$ cat src/rtl/ser_word_tx.sv
// Word-to-bit serializer: streams a (num_dp+1) x (feat+1) set of words LSB first on ser.
// Optional even-parity slot after each word when SER_PARITY_EN is defined.
module ser_word_tx #(
    parameter int unsigned WORD_W = 16,
    parameter int unsigned DP_W   = 3,
    parameter int unsigned FEAT_W = 5
) (
    input  logic              CLK,
    input  logic              RST,
    input  logic              start,
    input  logic [DP_W-1:0]   num_dp,
    input  logic [FEAT_W-1:0] feat,
    input  logic [WORD_W-1:0] word_data,
    input  logic              word_valid,
    output logic              word_ready,
    output logic              ser,
    output logic              ser_valid,
    output logic              busy,
    output logic              done,
    output logic [DP_W-1:0]   dp_idx,
    output logic [FEAT_W-1:0] feat_idx
);

    localparam logic [1:0] IDLE  = 2'd0;
    localparam logic [1:0] LOAD  = 2'd1;
    localparam logic [1:0] SHIFT = 2'd2;
    localparam logic [1:0] DONE  = 2'd3;

`ifdef SER_PARITY_EN
    localparam int unsigned SLOT_W = WORD_W + 1;
`else
    localparam int unsigned SLOT_W = WORD_W;
`endif
    localparam int unsigned      CNT_W    = $clog2(SLOT_W);
    localparam logic [CNT_W-1:0] LAST_BIT = CNT_W'(SLOT_W - 1);

    logic [1:0]        state_q, state_d;
    logic [WORD_W-1:0] sreg_q, sreg_d;
    logic [CNT_W-1:0]  bit_cnt_q, bit_cnt_d;
    logic [DP_W-1:0]   num_dp_q, num_dp_d;
    logic [FEAT_W-1:0] feat_q, feat_d;
    logic [DP_W-1:0]   dp_idx_q, dp_idx_d;
    logic [FEAT_W-1:0] feat_idx_q, feat_idx_d;
`ifdef SER_PARITY_EN
    logic              parity_q, parity_d;
`endif

    logic last_word;
    logic word_end;
    logic accept;

    assign last_word = (dp_idx_q == num_dp_q) && (feat_idx_q == '0);
    assign word_end  = (state_q == SHIFT) && (bit_cnt_q == LAST_BIT);

    // Prefetch: the next word is taken in the final slot of the current one.
    assign word_ready = (state_q == LOAD) || (word_end && !last_word);
    assign accept     = word_ready && word_valid;

    assign ser_valid = (state_q == SHIFT);
    assign busy      = (state_q != IDLE);
    assign done      = (state_q == DONE);
    assign dp_idx    = dp_idx_q;
    assign feat_idx  = feat_idx_q;

    always_comb begin
        ser = 1'b0;
        if (state_q == SHIFT) begin
`ifdef SER_PARITY_EN
            ser = (bit_cnt_q == LAST_BIT) ? parity_q : sreg_q[0];
`else
            ser = sreg_q[0];
`endif
        end
    end

    always_comb begin
        state_d    = state_q;
        sreg_d     = sreg_q;
        bit_cnt_d  = bit_cnt_q;
        num_dp_d   = num_dp_q;
        feat_d     = feat_q;
        dp_idx_d   = dp_idx_q;
        feat_idx_d = feat_idx_q;
`ifdef SER_PARITY_EN
        parity_d   = parity_q;
`endif
        case (state_q)
            IDLE: begin
                if (start) begin
                    num_dp_d   = num_dp;
                    feat_d     = feat;
                    dp_idx_d   = '0;
                    feat_idx_d = feat;
                    state_d    = LOAD;
                end
            end
            LOAD: begin
                if (accept) begin
                    sreg_d    = word_data;
                    bit_cnt_d = '0;
`ifdef SER_PARITY_EN
                    parity_d  = ^word_data;
`endif
                    state_d   = SHIFT;
                end
            end
            SHIFT: begin
                sreg_d    = sreg_q >> 1;
                bit_cnt_d = bit_cnt_q + CNT_W'(1);
                if (word_end) begin
                    if (last_word) begin
                        state_d = DONE;
                    end else begin
                        if (feat_idx_q == '0) begin
                            feat_idx_d = feat_q;
                            dp_idx_d   = dp_idx_q + DP_W'(1);
                        end else begin
                            feat_idx_d = feat_idx_q - FEAT_W'(1);
                        end
                        if (accept) begin
                            sreg_d    = word_data;
                            bit_cnt_d = '0;
`ifdef SER_PARITY_EN
                            parity_d  = ^word_data;
`endif
                        end else begin
                            state_d = LOAD;
                        end
                    end
                end
            end
            DONE: begin
                state_d = IDLE;
            end
            default: begin
                state_d = IDLE;
            end
        endcase
    end

    always_ff @(posedge CLK or negedge RST) begin
        if (!RST) begin
            state_q    <= IDLE;
            sreg_q     <= '0;
            bit_cnt_q  <= '0;
            num_dp_q   <= '0;
            feat_q     <= '0;
            dp_idx_q   <= '0;
            feat_idx_q <= '0;
        end else begin
            state_q    <= state_d;
            sreg_q     <= sreg_d;
            bit_cnt_q  <= bit_cnt_d;
            num_dp_q   <= num_dp_d;
            feat_q     <= feat_d;
            dp_idx_q   <= dp_idx_d;
            feat_idx_q <= feat_idx_d;
        end
    end

`ifdef SER_PARITY_EN
    always_ff @(posedge CLK or negedge RST) begin
        if (!RST) begin
            parity_q <= 1'b0;
        end else begin
            parity_q <= parity_d;
        end
    end
`endif

endmodule

$ cat config.mk
export PLATFORM = sky130hd
export DESIGN_NAME = ser_word_tx
export DESIGN_NICKNAME = d
export VERILOG_FILES = /design/src/rtl/ser_word_tx.sv
export SDC_FILE = /design/constraint.sdc
export NUM_CORES = 1
export LEC_CHECK = 0
export BUFFER_PORTS_ARGS = -buffer_cell sky130_fd_sc_hd__buf_4
export CAP_MARGIN = 40
export CORE_ASPECT_RATIO = 0.75
export CORE_UTILIZATION = 56
export CTS_CLUSTER_DIAMETER = 50
export DETAILED_ROUTE_END_ITERATION = 7
export PLACE_DENSITY = 0.8
export SKIP_LAST_GASP = 1
export SYNTH_ARGS = -nofsm -noshare
export SYNTH_HDL_FRONTEND = slang
export SYNTH_SLANG_ARGS = --single-unit
export TNS_END_PERCENT = 1
$ cat constraint.sdc
create_clock -name CLK -period 2.3 [get_ports CLK]
set_input_delay 0.115 -clock CLK [delete_from_list [all_inputs] [get_ports CLK]]
set_output_delay 0.115 -clock CLK [all_outputs]
set_load 0.02 [all_outputs]
==> run_results.csv <==
group,metric,value,unit
power_and_ir_drop,powerDensity,1320,nW/µm²
placement,dp_cells,338,
synth,synth_area_leaders,"dfrtp_1, mux2i_1, a221oi_1",
power_and_ir_drop,pwr-share-clk,0.115,
grt,grt-ovfl-total,0,
run,drv_cap,0,
grt,grt-busiest-layer,"met1",
clock_network,cts-htree-levels,2,
floorplanning,die-area,4540,µm²
clock_network,cts_tree,"built",
grt,grt.met2_usage,0.402,
floorplanning,die_w,77.5,µm
cells_and_area,layout.cells.non_filler,349,
routing,avgRoutedWirePerCell,16.5,µm
placement,pre_cts_ws,0.186,ns
min_path,hold_class,"in -> reg",
critical_path,critPathTopFamily,"simple AND/OR/NAND/NOR gates",
synth,synth_common_cells,"dfrtp_1, nand2_1, a21oi_1",
placement,dp_hpwl,4110,µm
cells_and_area,post-route-util,0.704,
cells_and_area,area_growth,20.0,%
placement,gp_congestion,0.856,
synth,synth_top_flop_cell,"dfrtp_1",
timing,post-route-period-util,0.940,
synth,yosysTopAreaCellShare,0.397,
cells_and_area,drive_gt1_frac,0.231,
floorplanning,pin_count,41,
grt,grt.total_usage,0.274,
power_and_ir_drop,seqPwrFrac,0.358,
timing,layout_min_cycle_time,2.16,ns
routing,drt_pass1_iterations,4,
synth,synth_most_common_cell,"dfrtp_1",
routing,antenna_left,0,
grt,grt_util_met3,0.0543,
run_status,status,"finished, final reports clean",
timing,fin_ws,0.139,ns
timing,worst_pin_slew,0.616,ns
grt,grt_max_degree,39,
synth,ys_seq_elements,38,
critical_path,worst-setup-path-type,"reg -> out",
power_and_ir_drop,power.switching,1.64,mW
power_and_ir_drop,power_frac_comb,0.527,
grt,grt_pass1_vias,1999,
routing,viasPerCell,6.32,
synth,synth_edf_count,0,
clock_network,root_buffer,"clkbuf_8",
critical_path,cp.required,2.18,ns
critical_path,critPathCaptureType,"output pin",
cells_and_area,fin_nets,326,
clock_network,clock_latency,0.29,ns
clock_network,cts_resized,0,
timing,finalSetupTns,0,ns
synth,syn_area,2390,µm²
clock_network,cts_buffers,5,
synth,ys_async_sr_fraction,1.00,
critical_path,cp-start-kind,"register",
cells_and_area,multi_input_area,1330,µm²
timing,setup_violations,0,
timing,slew_violations,0,
cells_and_area,register_area,951,µm²
grt,grt_pass1_wl,9600,µm
critical_path,worstPathCellList,"inv_1 -> ha_1 -> nor4b_4 -> buf_4 -> nand4_1 -> nand2_1 -> o21ai_0 -> buf_4",
cells_and_area,n_fill_cell,326,
timing,fmax,463,MHz
floorplanning,core_area,4080,µm²
routing,dr_total_vias,2206,
synth,ys_warn_count,0,
timing,hold_violations,0,
critical_path,worst_path_largest_cell_delay,0.38,ns
synth,synthCells,248,
floorplanning,num_rows,20,
power_and_ir_drop,internal_power,2.14,mW
synth,synth_seq_area_share,0.397,
synth,yosysUniqueCellTypes,48,
clock_network,cts_buffer_depth,2,
grt,antenna_found_initial,0,
routing,wirelength,5740,µm
critical_path,cp.arrival,2.05,ns
routing,drt_iter0_drc,163,
critical_path,path_max_fanout,4,
clock_network,cts_sinks,38,
routing,drc,0,
floorplanning,initial_core_util,0.587,
placement,io_buffers,40,
critical_path,crit_slowest_cell,"dfrtp_1",
timing,clock_skew,0.00861,ns
power_and_ir_drop,p_sw_frac,0.434,
power_and_ir_drop,vdd_drop_max,791,µV
cells_and_area,n_antenna_cell,0,
clock_network,clkTransAtPathRegs,0.07,ns
synth,postSynthAreaPerCell,9.65,µm²
power_and_ir_drop,p_leak,1.31,nW
grt,grtUsageMet1,0.410,
critical_path,cp_num_buf_inv,3,
power_and_ir_drop,finalPower,3.78,mW
critical_path,path_common_cell,"buf_4",
floorplanning,die_h,58.6,µm
synth,synth_top_area_cell,"dfrtp_1",
critical_path,rrSetupSlack,0.16,ns
timing,relSlewSlack,0.589,
synth,syn_nets,280,
## path summary, 6_finish.rpt
kind	cells after the start	from	to
max	8	feat_idx[0]	word_ready
min	3	num_dp[2]	num_dp_q[2]
max reg2reg	6	feat_idx[0]	dp_idx[2]
min reg2reg	2	feat_q[1]	feat_q[1]
max in group asynchronous	2	RST	sreg_q[15]
min in group asynchronous	2	RST	sreg_q[11]
## cell families (layout without fill, tap and decap cells)
kind of cell / Yosys count / after routing / synth area share
AOI/OAI and AO/OA: 85 / 85 / 0.273
muxes: 19 / 19 / 0.0800
adders and majority gates: 4 / 4 / 0.0209
DFF: 38 / 38 / 0.397
buffers and inverters: 24 / 70 / 0.0486
xor gates and xnor gates: 8 / 8 / 0.0293
and+or+nand+nor: 70 / 70 / 0.151
## layout make-up
cell class              count  area share
repair buffers             56       0.147
flip-flops and latches     38       0.331
multi-input cells         186       0.462
inverters                   7     0.00915
clock buffers               7      0.0266
well taps                  55      0.0240
## cells in the final DEF, fill, tap and decap left out, types with 3 or more instances in the layout
master,instances
a221oi_1,15
a211o_1,3
nand2_1,30
a21oi_1,20
a221o_1,13
and3_1,5
o22ai_1,3
nand3_1,5
inv_1,6
o21ai_0,9
xor2_1,4
nor3_1,7
dfrtp_1,38
xnor2_1,4
ha_1,4
buf_4,55
mux2i_1,18
clkbuf_8,5
nor2_1,7
## metrics by stage
stage          instance area (µm²)  hold WS, ns
2_1_floorplan                 2390       -0.181
3_3_place_gp                  2760        0.114
3_5_place_dp                  2760        0.116
4_1_cts                       2850      0.00600
5_1_grt                       2870       0.0305
6_report                      2870       0.0129
## per-layer routing
metal	wire [µm]	up-vias
met2	2520	63
met1	2820	1082
met3	370	5
li1	-	1056
met5	0	-
met4	38	0
## power groups by stage
stage                     Sequential (mW)  Clock [mW]  Combinational (mW)
after CTS                            1.35       0.440                1.98
after global placement               1.35           0                1.92
after global routing                 1.41       0.469                2.21
final                                1.36       0.435                1.99
after floorplan                      1.30           0                1.45
after detailed placement             1.36           0                1.98
## flip-flops by register name (all words and copies together), names as in the netlist
register / cells
num_dp_q: 3
dp_idx: 3
feat_idx: 5
bit_cnt_q: 4
feat_q: 5
state_q: 2
sreg_q: 16
## repair_timing
item,4_1_cts,5_1_grt
hold endpoints to repair,38,0
buffers inserted,0,3
hold buffers,1,0
setup endpoints to repair,0,1
## worst min-delay path, stage by stage
cell	delay, ns
buf_4	0.07
nand2_1	0.04
nand2_1	0.04
(Power assumes the default switching activity.)
